<file path="src/rtl/ls_program_loader.sv">
// ls_program_loader: streams bytes into 128-bit quadwords and writes them to
// the local store at consecutive quadword addresses starting at base_address.
// Optional feature: define LOADER_CHECKSUM_EN to enable the running 16-bit
// byte checksum on checksum_out; otherwise checksum_out is tied to zero.
//
// Handshake: a byte transfers on a rising clock edge where load_valid and
// load_ready are both high; load_ready depends only on the FSM state (high in
// FILL), never on load_valid, so the source may hold load_valid high freely.
//
// Bit numbering is big-endian: bit 0 is the most significant bit of a bus,
// and the k-th byte of a quadword sits in LS_data_input[8k:8k+7].
module ls_program_loader (
  input  logic          clock,
  input  logic          reset,
  input  logic          start,
  input  logic [0:14]   base_address,
  input  logic [0:15]   byte_count,
  input  logic          load_valid,
  input  logic [0:7]    load_data,
  output logic          load_ready,
  output logic          LS_wrt_en,
  output logic [0:14]   LS_address,
  output logic [0:127]  LS_data_input,
  output logic          busy,
  output logic          done,
  output logic [0:15]   checksum_out
);

  typedef enum logic [1:0] {
    S_IDLE  = 2'd0,
    S_FILL  = 2'd1,
    S_WRITE = 2'd2,
    S_DONE  = 2'd3
  } state_e;

  state_e        state_q, state_d;
  logic [10:0]   qw_q, qw_d;          // quadword index (address bits above the 16-byte offset)
  logic [15:0]   remaining_q, remaining_d;
  logic [3:0]    idx_q, idx_d;        // byte slot within the current quadword
  logic [0:127]  buf_q, buf_d;

  logic          start_ok;
  logic          accept;
  logic          base_unused;

  // The low nibble of the base is ignored: loads always start on a quadword.
  assign base_unused = ^base_address[11:14];

  assign start_ok = (state_q == S_IDLE) && start;
  assign accept   = (state_q == S_FILL) && load_valid;

  // State register and datapath flops.
  always_ff @(posedge clock) begin
    if (reset) begin
      state_q     <= S_IDLE;
      qw_q        <= '0;
      remaining_q <= '0;
      idx_q       <= '0;
      buf_q       <= '0;
    end else begin
      state_q     <= state_d;
      qw_q        <= qw_d;
      remaining_q <= remaining_d;
      idx_q       <= idx_d;
      buf_q       <= buf_d;
    end
  end

  // Next-state logic: assemble bytes in FILL, emit one write per quadword.
  always_comb begin
    state_d     = state_q;
    qw_d        = qw_q;
    remaining_d = remaining_q;
    idx_d       = idx_q;
    buf_d       = buf_q;
    case (state_q)
      S_IDLE: begin
        if (start) begin
          if (byte_count != 16'd0) begin
            qw_d        = base_address[0:10];
            remaining_d = byte_count;
            idx_d       = 4'd0;
            buf_d       = '0;
            state_d     = S_FILL;
          end else begin
            state_d = S_DONE;
          end
        end
      end
      S_FILL: begin
        if (load_valid) begin
          buf_d[{idx_q, 3'b000} +: 8] = load_data;
          idx_d       = idx_q + 4'd1;
          remaining_d = remaining_q - 16'd1;
          if ((idx_q == 4'd15) || (remaining_q == 16'd1)) begin
            state_d = S_WRITE;
          end
        end
      end
      S_WRITE: begin
        // 11-bit index wraps naturally: 0x7FF0 advances to 0x0000.
        qw_d    = qw_q + 11'd1;
        idx_d   = 4'd0;
        buf_d   = '0;
        state_d = (remaining_q == 16'd0) ? S_DONE : S_FILL;
      end
      S_DONE: begin
        state_d = S_IDLE;
      end
      default: begin
        state_d = S_IDLE;
      end
    endcase
  end

  // Outputs are decoded from registered state only.
  assign load_ready    = (state_q == S_FILL);
  assign LS_wrt_en     = (state_q == S_WRITE);
  assign LS_address    = {qw_q, 4'b0000};
  assign LS_data_input = buf_q;
  assign busy          = (state_q == S_FILL) || (state_q == S_WRITE);
  assign done          = (state_q == S_DONE);

`ifdef LOADER_CHECKSUM_EN
  logic [15:0] csum_q, csum_d;

  // Checksum accumulator: cleared on an accepted start, summed per byte.
  always_comb begin
    csum_d = csum_q;
    if (start_ok) begin
      csum_d = '0;
    end else if (accept) begin
      csum_d = csum_q + {8'h00, load_data};
    end
  end

  // Checksum register.
  always_ff @(posedge clock) begin
    if (reset) begin
      csum_q <= '0;
    end else begin
      csum_q <= csum_d;
    end
  end

  assign checksum_out = csum_q;
`else
  logic start_ok_unused;
  logic accept_unused;
  assign start_ok_unused = start_ok;
  assign accept_unused   = accept;
  assign checksum_out    = '0;
`endif

endmodule

</file>
<file path="config.mk">
export PLATFORM = sky130hd
export DESIGN_NAME = ls_program_loader
export DESIGN_NICKNAME = d
export VERILOG_FILES = /design/src/rtl/ls_program_loader.sv
export SDC_FILE = /design/constraint.sdc
export NUM_CORES = 1
export LEC_CHECK = 0
export ABC_AREA = 0
export CELL_PAD_IN_SITES_DETAIL_PLACEMENT = 0
export CELL_PAD_IN_SITES_GLOBAL_PLACEMENT = 1
export CORE_ASPECT_RATIO = 1.75
export CORE_MARGIN = 3
export CORE_UTILIZATION = 38
export DETAILED_ROUTE_END_ITERATION = 16
export GPL_TIMING_DRIVEN = 0
export PLACE_DENSITY_LB_ADDON = 0.15
export SLEW_MARGIN = 20
export SYNTH_ARGS = -nofsm -noshare
export SYNTH_HDL_FRONTEND = slang
export SYNTH_SLANG_ARGS = --single-unit
export TNS_END_PERCENT = 30
</file>
<file path="constraint.sdc">
create_clock -name clock -period 6.15 [get_ports clock]
set_input_delay 1.23 -clock clock [delete_from_list [all_inputs] [get_ports clock]]
set_output_delay 1.23 -clock clock [all_outputs]
set_load 0.005 [all_outputs]
</file>
Yosys cells after proc, flatten, opt, wreduce, memory -nomap -nowiden
Index checks and enable logic that the tools add are counted.
{ "word_totals": {"ff_bits": 161, "input_bits": 43, "output_inout_bits": 163, "wordCells": 55} }
{ "classes": {"n_addsub": 4, "eq_ne": 9, "n_mux": 22, "reduce_logical": 12, "bitwise": 1, "shift": 2} }
{ "op_table": {"columns": ["op", "n"], "rows": [
  ["$mux 128", 3],
  ["$pmux 128 s3", 1],
  ["$shift 129x9->128 const A", 1],
  ["$shiftx 129x9->128", 1],
  ["$bwmux 128", 1],
  ["$mux 16", 3],
  ["$pmux 16 s2", 1],
  ["$mux 11", 2],
  ["$pmux 11 s2", 1],
  ["$eq 16x1->1 const B", 1],
  ["$logic_not 16->1", 1],
  ["$reduce_bool 16->1", 1],
  ["$sub 16x1->16 const B", 1],
  ["$mux 4", 3],
  ["$pmux 4 s3", 1],
  ["$add 11x1->11 const B", 1],
  ["$mux 2", 5],
  ["$neg 8->9", 1],
  ["$not 7->8", 1],
  ["$pmux 2 s4", 1],
  ["$reduce_and 4->1", 2],
  ["$reduce_and 3->1", 2],
  ["$add 4x1->4 const B", 1],
  ["$eq 2x2->1 const B", 2],
  ["8 further kinds", 12]
]} }

Longest topological paths before layout
{ "depth": {"ltp_word": 6, "depth_mapped": 9} }

Worst setup path after synthesis
Ideal clock, no wire load.
{ "synth_timing": {"path_type": "in2reg", "from": "in byte_count[0] (netlist bit)", "to": "reg buf_q (netlist bit LS_data_input[32])", "path_stages": 6, "t_arrival_ns": 2.543, "setup_slack_ns": 3.489, "path_cell_list": "nor4_2 -> nand4_2 -> o21ai_4 -> buf_6 -> nor3_2 -> a32o_1"} }
{ "synth_via": {"elab_chain_cells": 3} }
{ "synth_rtl": {"columns": ["element", "line", "rtl"], "rows": [
  ["start: declaration", "17", "input logic [0:15] byte_count,"],
  ["$reduce_bool 16->1", "79", "if (byte_count != 16'd0) begin"],
  ["$ne 2x1->1 (no source line)", null, null],
  ["$reduce_and 4->1 (no source line)", null, null],
  ["end signal: assignment", "65", "buf_q <= buf_d;"],
  ["end: declaration", "40", "logic [0:127] buf_q, buf_d;"]
]} }
No other way between the ends.
A chain may end at the register's enable or synchronous reset.

Worst setup path after layout
{ "layout_timing": {"from": "in reset", "to": "reg remaining_q[8]"} }
{ "layout_lines": {"columns": ["element", "line", "rtl"], "rows": [
  ["start: declaration", "14", "input logic reset,"],
  ["end signal: assignment", "63", "remaining_q <= remaining_d;"],
  ["end: declaration", "38", "logic [15:0] remaining_q, remaining_d;"]
]} }
No word-level cell between the ends.

==> metrics <==
share of layout cells above drive strength 1 about an eighth; Async S/R FF share, synth 0%; Slew Viols, Final 0; area leader, netlist dfxtp_1; total track usage 22.46%; synth warn 0; setup TNS 0 ps; initial antenna violation count 0; via count between 6k and 7k; largest net degree at the start of global routing 19; library cells used by synthesis 53; worst hold path depth 1; io pins around 210; Setup crit start kind input port; Residual DRC 0; LEAKAGE about 0.0034 uW; Std-Cell Rows 64; Post-DP HPWL ~18000 um; number of synthesized register bits 161; Die ar. 19940 um^2; CP cell instances clkdlybuf4s50_1, clkbuf_1, buf_1, clkbuf_1, o32ai_1; Initial Util around two fifths; ys flop type dfxtp_1; Seq/Total Area, Yosys between 40% and 50%; CTS tree yes; Clk Latency, worst-skew pair 430 ps; unrepaired setup endpoints after global routing no; R2R depth 9; Max Fclk between 300 and 400 MHz; first-pass GRT wire length 34860 um; post-cts resize count 0; clock-pin slew on the worst setup and hold paths 70 ps; grt ovf 0; fin crit period ~3200 ps; Mean Syn Cell Area 10.01 um^2; Worst Tran Pin Value roughly 960 ps; Setup Skew approximately 11 ps; CTS sink cnt ~160; routability cong. 0.8645; CP Data Required Time roughly 6400 ps; Buf/Inv on CP 4; maximum fanout along the worst path 10; period utilisation layout about half; CP max stage cell buf_1; # diodes 0; Initial DRC Count roughly 250; Hold WC Path Type flop to flop; Pre-Repair DR Iteration Count 5; Routed WL per cell slightly below 20 um; Crit Path Class input port to flop; H-tree depth 4; area grow syn2layout 39.93%; mapped cell area around 6900 um^2; PwrDens 359.9 nW/um^2; fillers between 1.5k and 2k; kind of end point of the critical path flop; nets between 900 and 1k; CTS Root Cell clkbuf_16; Slew headroom between 30% and 40%; Core Area roughly 18000 um^2; Max-cap violations 0; Max Buffers Root-to-Sink 2; Synth top area share a little under half; final WL between 20000 and 25000 um; EDFF count, synth 0; Mapped Cells a little under 700; Die Y around 180 um; Worst path depth 5; total power between 3000 and 4000 uW; Hold Violations, Final 0; hold buffer count at cts 0; post-route antenna net violation count 0; Setup Fix Bufs, Post-CTS 0; top post-synthesis cells by area dfxtp_1, a32o_1, a22o_1, nand2_1, ha_1; port bufs 181; CP arrival ~3500 ps; die width 108.0 um; CP max stage delay 560 ps; drt via density between 5 and 6; status finished clean; Top cell by count, worst path clkbuf_1; Worst VDD drop between 0.2 and 0.3 mV; CTS buffer count 17; critical path's top delay family buffers and inverters; vias in the first global route around 6.4k; final setup vio count 0
==> synthesized netlist by cell type (6+ instances only) <==
master and count:
a21oi_1 33, a21oi_2 16, a22o_1 40, a32o_1 88
buf_2 10, buf_4 22, clkbuf_1 29, dfxtp_1 161
ha_1 14, inv_1 20, mux2i_1 6, nand2_1 69
nand3_1 13, nor2_1 18, nor2b_1 21, nor3_1 12
nor3_2 10, nor4_2 13, o21ai_0 19, o32ai_1 13
==> cell type report <==
class / instances / area (um^2) / area share (%)
plain buffers: 65 / 346.6 / 3.577
clock buffers: 17 / 425.4 / 4.390
clock inverters: 15 / 167.7 / 1.730
inverters: 20 / 75.07 / 0.7748
multi-input cells: 465 / 3351 / 34.58
flip-flops and latches: 161 / 3223 / 33.26
well taps: 231 / 289.0 / 2.983
repair buffers: 181 / 1812 / 18.70
==> stage by stage <==
step	setup slack, ps	util, %	instances	hold slack [ps]	area, um^2
2_1_floorplan	3489	-	711	458.8	6995
3_3_place_gp	2561	51.40	1123	447.6	9096
3_5_place_dp	2513	51.40	1123	454.5	9096
4_1_cts	2962	54.75	1155	471.2	9689
5_1_grt	2808	54.75	1155	479.8	9689
6_report	2953	54.75	1155	468.5	9689
==> registers in the layout, indices dropped and copies added, names as in the netlist <==
register and flops:
state_q 2, idx_q 4, remaining_q 16, qw_q 11
LS_data_input 128
==> metal layers <==
| layer | part of all wire [%] | global-route usage, % | up-vias |
|---|---|---|---|
| met5 | 0 | 0 | - |
| met4 | 3.6 | 9.353 | 0 |
| met3 | 4.5 | 3.996 | 44 |
| met2 | 55 | 43.25 | 212 |
| met1 | 37 | 23.34 | 3115 |
| li1 | - | - | 3064 |
==> worst register-to-register path, stage by stage, from the launching register on <==
cell and delay (ps):
dfxtp_1 350, inv_1 110, ha_1 240, buf_2 250, buf_1 520, clkbuf_1 490
nand2_1 120, o22ai_1 150, nand2_1 70, a21oi_1 150
==> final timing paths <==
| check | from | end | slack [ps] |
|---|---|---|---|
| worst max-delay path | reset | remaining_q[8] | 2950 |
| worst min-delay path | LS_data_input[119] | LS_data_input[119] | 470 |
| worst max register to register | state_q[1] | remaining_q[10] | 3620 |
| worst min register to register | LS_data_input[119] | LS_data_input[119] | 470 |
==> cell usage in the layout (no fill, tap or decap), drive strengths merged, types with 3 or more instances in the layout <==
cell           synthesis  routed
a211oi                 5       5
a21oi                 49      49
a22o                  40      40
a31oi                  4       4
a32o                  88      88
buf                   36      36
clkbuf                29      46
clkdlybuf4s50          0     181
clkinv                 0       6
conb                   1      20
dfxtp                161     161
ha                    14      14
inv                   20      27
mux2i                  6       6
nand2                 69      69
nand2b                 5       5
nand3                 13      13
nand4                  6       6
nor2                  18      18
nor2b                 21      21
nor3                  22      22
nor3b                  3       3
nor4                  15      15
o21ai                 25      25
o22ai                  5       5
o32ai                 13      13
==> power by group <==
part           switching, uW  internal [uW]  total (uW)
sequential               102           1130        1230
combinational            761            437        1200
clock                    511            547        1060
total                   1380           2110        3490
==> cell families after synthesis <==
kind of cell,count (synthesis),share of synthesized area (%)
fa+ha+maj,14,2.530
other cells,1,0.05416
flops,161,46.55
buf+inv,85,6.090
mux,7,1.030
compound gates,243,28.98
xor+xnor,1,0.1265
simple gates,180,14.64
Note: power is estimated with default switching activity, not from simulation.
